`src/rtl/jt12_wr_sched.sv`:
```
// Write scheduler: buffers CPU bus writes and replays each one to the register
// file with a strobe held for a full slot round. Define JT12_WR_COALESCE_EN to merge repeated writes.
module jt12_wr_sched #(
  parameter int NUM_CH     = 6,
  parameter int FIFO_DEPTH = 4
) (
  input  logic       clk,
  input  logic       rst_n,
  input  logic       clk_en,
  input  logic       cpu_we,
  input  logic [1:0] cpu_a,
  input  logic [7:0] cpu_din,
  output logic       busy,
  output logic       full,
  output logic       ovf,
  output logic [7:0] din,
  output logic [2:0] ch,
  output logic [1:0] op,
  output logic       up_keyon,
  output logic       up_alg,
  output logic       up_fnumlo,
  output logic       up_pms,
  output logic       up_dt1,
  output logic       up_tl,
  output logic       up_ks_ar,
  output logic       up_amen_dr,
  output logic       up_sr,
  output logic       up_sl_rr,
  output logic       up_ssgeg,
  output logic [5:0] latch_fnum
);

  localparam int HOLD   = 4 * NUM_CH;
  localparam int CNT_W  = $clog2(24);
  localparam int PTR_W  = $clog2(FIFO_DEPTH);
  localparam int CNT_FW = $clog2(FIFO_DEPTH + 1);
  localparam logic [CNT_FW-1:0] DEPTH_C = CNT_FW'(FIFO_DEPTH);
  localparam logic [CNT_W-1:0]  HOLD_LD = CNT_W'(HOLD - 1);

  localparam int S_SSGEG   = 0;
  localparam int S_SL_RR   = 1;
  localparam int S_SR      = 2;
  localparam int S_AMEN_DR = 3;
  localparam int S_KS_AR   = 4;
  localparam int S_TL      = 5;
  localparam int S_DT1     = 6;
  localparam int S_PMS     = 7;
  localparam int S_FNUMLO  = 8;
  localparam int S_ALG     = 9;
  localparam int S_KEYON   = 10;

  typedef enum logic {ST_IDLE, ST_HOLD} state_t;

  state_t             state_reg, state_next;
  logic [CNT_W-1:0]   hold_cnt_reg, hold_cnt_next;
  logic [10:0]        strb_reg, strb_next;
  logic [7:0]         din_reg, din_next;
  logic [2:0]         ch_reg, ch_next;
  logic [1:0]         op_reg, op_next;
  logic [5:0]         latch_reg, latch_next;

  logic [7:0]         sel_reg;
  logic               sel_part_reg;
  logic               ovf_reg;

  logic [16:0]        fifo_mem [FIFO_DEPTH];
  logic [PTR_W-1:0]   wr_ptr_reg, rd_ptr_reg, last_ptr;
  logic [CNT_FW-1:0]  count_reg;

  logic        data_wr, addr_wr, pop, push, merge, drop, full_w;
  logic [16:0] head;
  logic        head_part;
  logic [7:0]  head_addr, head_data;
  logic        part_ok;
  logic [10:0] strb_dec;
  logic [2:0]  ch_dec;
  logic        dec_hold, dec_fnum;

  assign data_wr  = cpu_we & cpu_a[0];
  assign addr_wr  = cpu_we & ~cpu_a[0];
  assign full_w   = (count_reg == DEPTH_C);
  assign pop      = (state_reg == ST_IDLE) && (count_reg != '0);
  assign last_ptr = wr_ptr_reg - PTR_W'(1);

`ifdef JT12_WR_COALESCE_EN
  // Merge only into an entry that stays in the FIFO this clk; key-on writes are events, never merged.
  assign merge = data_wr && (count_reg != '0) && !(pop && count_reg == CNT_FW'(1)) &&
                 (fifo_mem[last_ptr][16:8] == {sel_part_reg, sel_reg}) && (sel_reg != 8'h28);
`else
  assign merge = 1'b0;
`endif

  assign push = data_wr && !merge && (!full_w || pop);
  assign drop = data_wr && !merge && full_w && !pop;

  assign head      = fifo_mem[rd_ptr_reg];
  assign head_part = head[16];
  assign head_addr = head[15:8];
  assign head_data = head[7:0];
  assign part_ok   = (NUM_CH != 3) || !head_part;

  always_ff @(posedge clk) begin
    if (push) begin
      fifo_mem[wr_ptr_reg] <= {sel_part_reg, sel_reg, cpu_din};
    end else if (merge) begin
      fifo_mem[last_ptr][7:0] <= cpu_din;
    end
  end

  always_ff @(posedge clk or negedge rst_n) begin
    if (!rst_n) begin
      sel_reg      <= '0;
      sel_part_reg <= 1'b0;
      wr_ptr_reg   <= '0;
      rd_ptr_reg   <= '0;
      count_reg    <= '0;
      ovf_reg      <= 1'b0;
    end else begin
      if (addr_wr) begin
        sel_reg      <= cpu_din;
        sel_part_reg <= cpu_a[1];
      end
      if (push) begin
        wr_ptr_reg <= wr_ptr_reg + PTR_W'(1);
      end
      if (pop) begin
        rd_ptr_reg <= rd_ptr_reg + PTR_W'(1);
      end
      if (push && !pop) begin
        count_reg <= count_reg + CNT_FW'(1);
      end else if (pop && !push) begin
        count_reg <= count_reg - CNT_FW'(1);
      end
      if (drop) begin
        ovf_reg <= 1'b1;
      end
    end
  end

  // Address decode of the FIFO head into one strobe (or fnum latch / discard)
  always_comb begin
    strb_dec = '0;
    dec_fnum = 1'b0;
    ch_dec   = {head_part, head_addr[1:0]};
    if (part_ok) begin
      if (head_addr == 8'h28) begin
        strb_dec[S_KEYON] = 1'b1;
        ch_dec            = head_data[2:0];
      end else if (head_addr[1:0] != 2'd3) begin
        case (head_addr[7:4])
          4'h3: strb_dec[S_DT1]     = 1'b1;
          4'h4: strb_dec[S_TL]      = 1'b1;
          4'h5: strb_dec[S_KS_AR]   = 1'b1;
          4'h6: strb_dec[S_AMEN_DR] = 1'b1;
          4'h7: strb_dec[S_SR]      = 1'b1;
          4'h8: strb_dec[S_SL_RR]   = 1'b1;
          4'h9: strb_dec[S_SSGEG]   = 1'b1;
          4'hA: begin
            if (head_addr[3:2] == 2'd0) begin
              strb_dec[S_FNUMLO] = 1'b1;
            end else if (head_addr[3:2] == 2'd1) begin
              dec_fnum = 1'b1;
            end
          end
          4'hB: begin
            if (head_addr[3:2] == 2'd0) begin
              strb_dec[S_ALG] = 1'b1;
            end else if (head_addr[3:2] == 2'd1) begin
              strb_dec[S_PMS] = 1'b1;
            end
          end
          default: ;
        endcase
      end
    end
    dec_hold = |strb_dec;
  end

  always_comb begin
    state_next    = state_reg;
    hold_cnt_next = hold_cnt_reg;
    strb_next     = strb_reg;
    din_next      = din_reg;
    ch_next       = ch_reg;
    op_next       = op_reg;
    latch_next    = latch_reg;
    case (state_reg)
      ST_IDLE: begin
        if (pop) begin
          din_next  = head_data;
          ch_next   = ch_dec;
          op_next   = head_addr[3:2];
          strb_next = strb_dec;
          if (dec_fnum) begin
            latch_next = head_data[5:0];
          end
          if (dec_hold) begin
            state_next    = ST_HOLD;
            hold_cnt_next = HOLD_LD;
          end
        end
      end
      ST_HOLD: begin
        // Counter runs on slot advances so every slot of the round sees the strobe
        if (clk_en) begin
          if (hold_cnt_reg == '0) begin
            strb_next  = '0;
            state_next = ST_IDLE;
          end else begin
            hold_cnt_next = hold_cnt_reg - CNT_W'(1);
          end
        end
      end
      default: state_next = ST_IDLE;
    endcase
  end

  always_ff @(posedge clk or negedge rst_n) begin
    if (!rst_n) begin
      state_reg    <= ST_IDLE;
      hold_cnt_reg <= '0;
      strb_reg     <= '0;
      din_reg      <= '0;
      ch_reg       <= '0;
      op_reg       <= '0;
      latch_reg    <= '0;
    end else begin
      state_reg    <= state_next;
      hold_cnt_reg <= hold_cnt_next;
      strb_reg     <= strb_next;
      din_reg      <= din_next;
      ch_reg       <= ch_next;
      op_reg       <= op_next;
      latch_reg    <= latch_next;
    end
  end

  assign busy       = (count_reg != '0) || (state_reg != ST_IDLE);
  assign full       = full_w;
  assign ovf        = ovf_reg;
  assign din        = din_reg;
  assign ch         = ch_reg;
  assign op         = op_reg;
  assign latch_fnum = latch_reg;

  assign up_keyon   = strb_reg[S_KEYON];
  assign up_alg     = strb_reg[S_ALG];
  assign up_fnumlo  = strb_reg[S_FNUMLO];
  assign up_pms     = strb_reg[S_PMS];
  assign up_dt1     = strb_reg[S_DT1];
  assign up_tl      = strb_reg[S_TL];
  assign up_ks_ar   = strb_reg[S_KS_AR];
  assign up_amen_dr = strb_reg[S_AMEN_DR];
  assign up_sr      = strb_reg[S_SR];
  assign up_sl_rr   = strb_reg[S_SL_RR];
  assign up_ssgeg   = strb_reg[S_SSGEG];

endmodule
```
`config.mk`:
```
export PLATFORM = sky130hd
export DESIGN_NAME = jt12_wr_sched
export DESIGN_NICKNAME = d
export VERILOG_FILES = /design/src/rtl/jt12_wr_sched.sv
export SDC_FILE = /design/constraint.sdc
export NUM_CORES = 1
export LEC_CHECK = 0
export ABC_CLOCK_PERIOD_IN_PS = 2690
export BUFFER_PORTS_ARGS = -buffer_cell sky130_fd_sc_hd__buf_4
export CAP_MARGIN = 25
export CORE_MARGIN = 4
export CORE_UTILIZATION = 56
export CTS_CLUSTER_SIZE = 12
export DETAILED_ROUTE_END_ITERATION = 8
export PLACE_DENSITY = 0.72
export SYNTH_ARGS = -nofsm -noshare
export SYNTH_HDL_FRONTEND = slang
export SYNTH_SLANG_ARGS = --single-unit
```
`constraint.sdc`:
```
create_clock -name clk -period 2.69 [get_ports clk]
set_input_delay 0.1345 -clock clk [delete_from_list [all_inputs] [get_ports clk]]
set_output_delay 0.1345 -clock clk [all_outputs]
set_load 0.05 [all_outputs]
```
==> run metrics <==
status=finished clean; total global routing overflow=0; Achievable Freq=~440 MHz; DRT iter0 DRCs=approximately 190; predominant post-synthesis flop cell=edfxtp_1; Mapped Nets=319; Yosys cell types=between 40 and 50; final hold viol count=0; RSZ-0062 raised after global routing=no; Crit path buffers/inverters=1; Yosys top cell area share=42.5%; Critical-path top delay cell=mux4_2; Comb power frac=a little over a third; CTS sink count=121; count leader, synth=edfxtp_1; Nets=just under 400; Clock Latency Late Sink=between 500 and 600 ps; WP data arrival=about 2700 ps; clock tree buffer depth=2; num rows=33; Final Non-Filler Cells=494; fraction of layout cells with a size suffix above 1=a little under a third; worst slew pin tran=~700 ps; DRC Markers=0; Detail Route Antenna Nets=0; static leakage=about 2.4 nW; Critical Path End Type=flip-flop; commonest cells in the netlist=edfxtp_1, dfrtp_1, nand2_1, mux4_2, mux2_2; Initial Utilization=just under 60%; Post-Route WL=9.35 mm; first-pass GRT wire length=approximately 15 mm; Yosys reg bits=roughly 120; Worst Path Required=around 3000 ps; critical path's top delay family=multiplexers; final setup vio count=0; clock tree root buffer cell=clkbuf_8; clock-pin slew on the worst setup and hold paths=roughly 60 ps; num ports=between 40 and 50; total CTS buffers=17; Setup Fix Bufs, Post-CTS=0; CP Launch Type=flip-flop; via count=approximately 2700; max FFs per register=68; setup TNS=0 ps; Synth area leader=edfxtp_1; crit-path max cell delay=640 ps; clock power share=27.2%; Sequential Power Share=a little under two fifths; EDFF count, synth=68; DR vias/cell=about 5.6; # placed instances=450; Layout area overhead=24.4%; maximum VDD drop=approximately 540 µV; DIE AREA=approximately 10000 µm²; chip width=between 100 and 150 µm; yosys warns=0; largest net degree at the start of global routing=54; Final Util=~70%; Seq/Total Area, Yosys=between 70% and 80%; post-route minimum period=between 2000 and 2500 ps; detailed placer's ending HPWL=6.18 mm; Buffers on Ports=46; Power Dens Cells=1220 nW/µm²; Max Cap Violations=0; syn_area_per_cell=~16 µm²; NetSw=between 0.002 and 0.003 W; routed len/inst=approximately 19 µm; H-tree depth=4; core region area=between 8000 and 9000 µm²; Setup CP Type=flip-flop to flip-flop; vias in the first global route=around 2900; Critical Path Fanout Max=9; ys async rst share=43.8%; Final Slew Violations=0; largest cells by area after synthesis=edfxtp_1, dfrtp_1, mux4_2; drt pass-1 iters=4; Slew HR=a little over half; Diodes inserted=0; Min-Delay Path Class=input pin to flip-flop; antenna violations before repair=0; Mapped Area=~4800 µm²; Tcrit/Tclk final=between 80% and 90%; Die Span Y=101 µm; GRT Util Overall=20.8%; Final GP Congestion=between 0.7 and 0.8; CP cell instances=buf_4 > mux4_2 > nor2_1 > and3_1 > nand4_4 > mux2_1; clk_skew=11.6 ps; Int Pwr=between 0.004 and 0.005 W; TritonCTS clock tree=yes; Switching Fraction=a little under two fifths; Post-Syn Instances=between 200 and 300
## path summary, 6_finish.rpt
check | from | slack (ps) | endpoint | cells past startpoint
min reg2reg | op[1]$_DFFE_PN0P_ | 480 | op[1]$_DFFE_PN0P_ | 2
max in group asynchronous | rst_n | 2010 | latch_fnum[1]$_DFFE_PN0P_ | 2
min | clk_en | 30 | state_reg$_DFF_PN0_ | 4
min in group asynchronous | rst_n | 210 | count_reg[0]$_DFFE_PN0P_ | 2
max reg2reg | rd_ptr_reg[0]$_DFFE_PN0N_ | 390 | latch_fnum[2]$_DFFE_PN0P_ | 6
max | rd_ptr_reg[0]$_DFFE_PN0N_ | 390 | latch_fnum[2]$_DFFE_PN0P_ | 6
## per-layer routing
| layer | wire length (µm) | track usage (%) |
|---|---|---|
| met1 | 3910 | 27.3 |
| met2 | 4790 | 33.7 |
| met3 | 579 | 5.81 |
| met4 | 69 | 6.74 |
| met5 | 0 | 0 |
## through the flow
stage	instance area (µm²)	worst slack [ps]	total power [W]	hold slack, ps
2_1_floorplan	4810	90.8	0.00457	-161
3_5_place_dp	5340	403	0.00538	238
4_1_cts	5980	389	0.00740	6.74
5_1_grt	5980	228	0.00774	65.6
3_3_place_gp	5340	500	0.00529	231
6_report	5980	392	0.00733	30.0
## kinds of logic after synthesis
group | count (synthesis) | share of synthesized area (%)
adders and majority gates | 8 | 2.24
DFF | 121 | 70.0
xor gates and xnor gates | 10 | 1.82
muxes | 34 | 11.9
AOI/OAI and AO/OA | 29 | 4.60
and+or+nand+nor | 76 | 7.73
buffers and inverters | 19 | 1.66
## worst reg2reg max path, cell delays in order (launching register included)
cell     delay (ps)
dfrtp_1         340
buf_4           220
mux4_2          640
nor2_1          170
and3_1          270
nand4_4         180
mux2_1          350
## final cells by class
cell class	count	area [µm²]
Sequential cell	121	3370
Fill cell	545	2310
Multi-Input combinational cell	157	1370
Timing Repair Buffer	70	556
Clock buffer	17	414
Tap cell	105	131
Clock inverter	15	115
Inverter	9	33.8
## cells in the final DEF, fill, tap and decap left out, types with 2 or more instances in the layout
master,Yosys,final
edfxtp_1,68,68
buf_4,0,58
dfrtp_1,53,53
nand2_1,45,45
mux4_2,17,17
clkbuf_16,0,16
dlygate4sd3_1,0,12
mux2_2,10,10
inv_1,9,9
o21ai_1,8,8
ha_1,7,7
nor2_1,6,6
mux2_1,6,6
xnor2_1,6,6
inv_6,0,6
and2_1,5,5
a22o_1,5,5
a21oi_1,4,4
nor2b_1,4,4
xor2_1,4,4
clkinvlp_4,0,4
nand3_1,3,3
o31ai_1,3,3
clkinv_2,0,3
nor3_1,2,2
o21ai_0,2,2
a32o_1,2,2
clkinv_4,0,2
## power by group through the flow
stage          sequential, W  combinational [W]  clock (W)
3_3_place_gp         0.00271            0.00258          0
5_1_grt              0.00275            0.00287    0.00211
6_report             0.00270            0.00264    0.00199
2_1_floorplan        0.00325            0.00132          0
3_5_place_dp         0.00273            0.00265          0
4_1_cts              0.00270            0.00267    0.00203
## timing repair
action	in CTS	in global routing
resized for setup	0	0
endpoints found under the hold margin	95	0
hold buffers	12	0
Note: power is estimated with default switching activity, not from simulation.
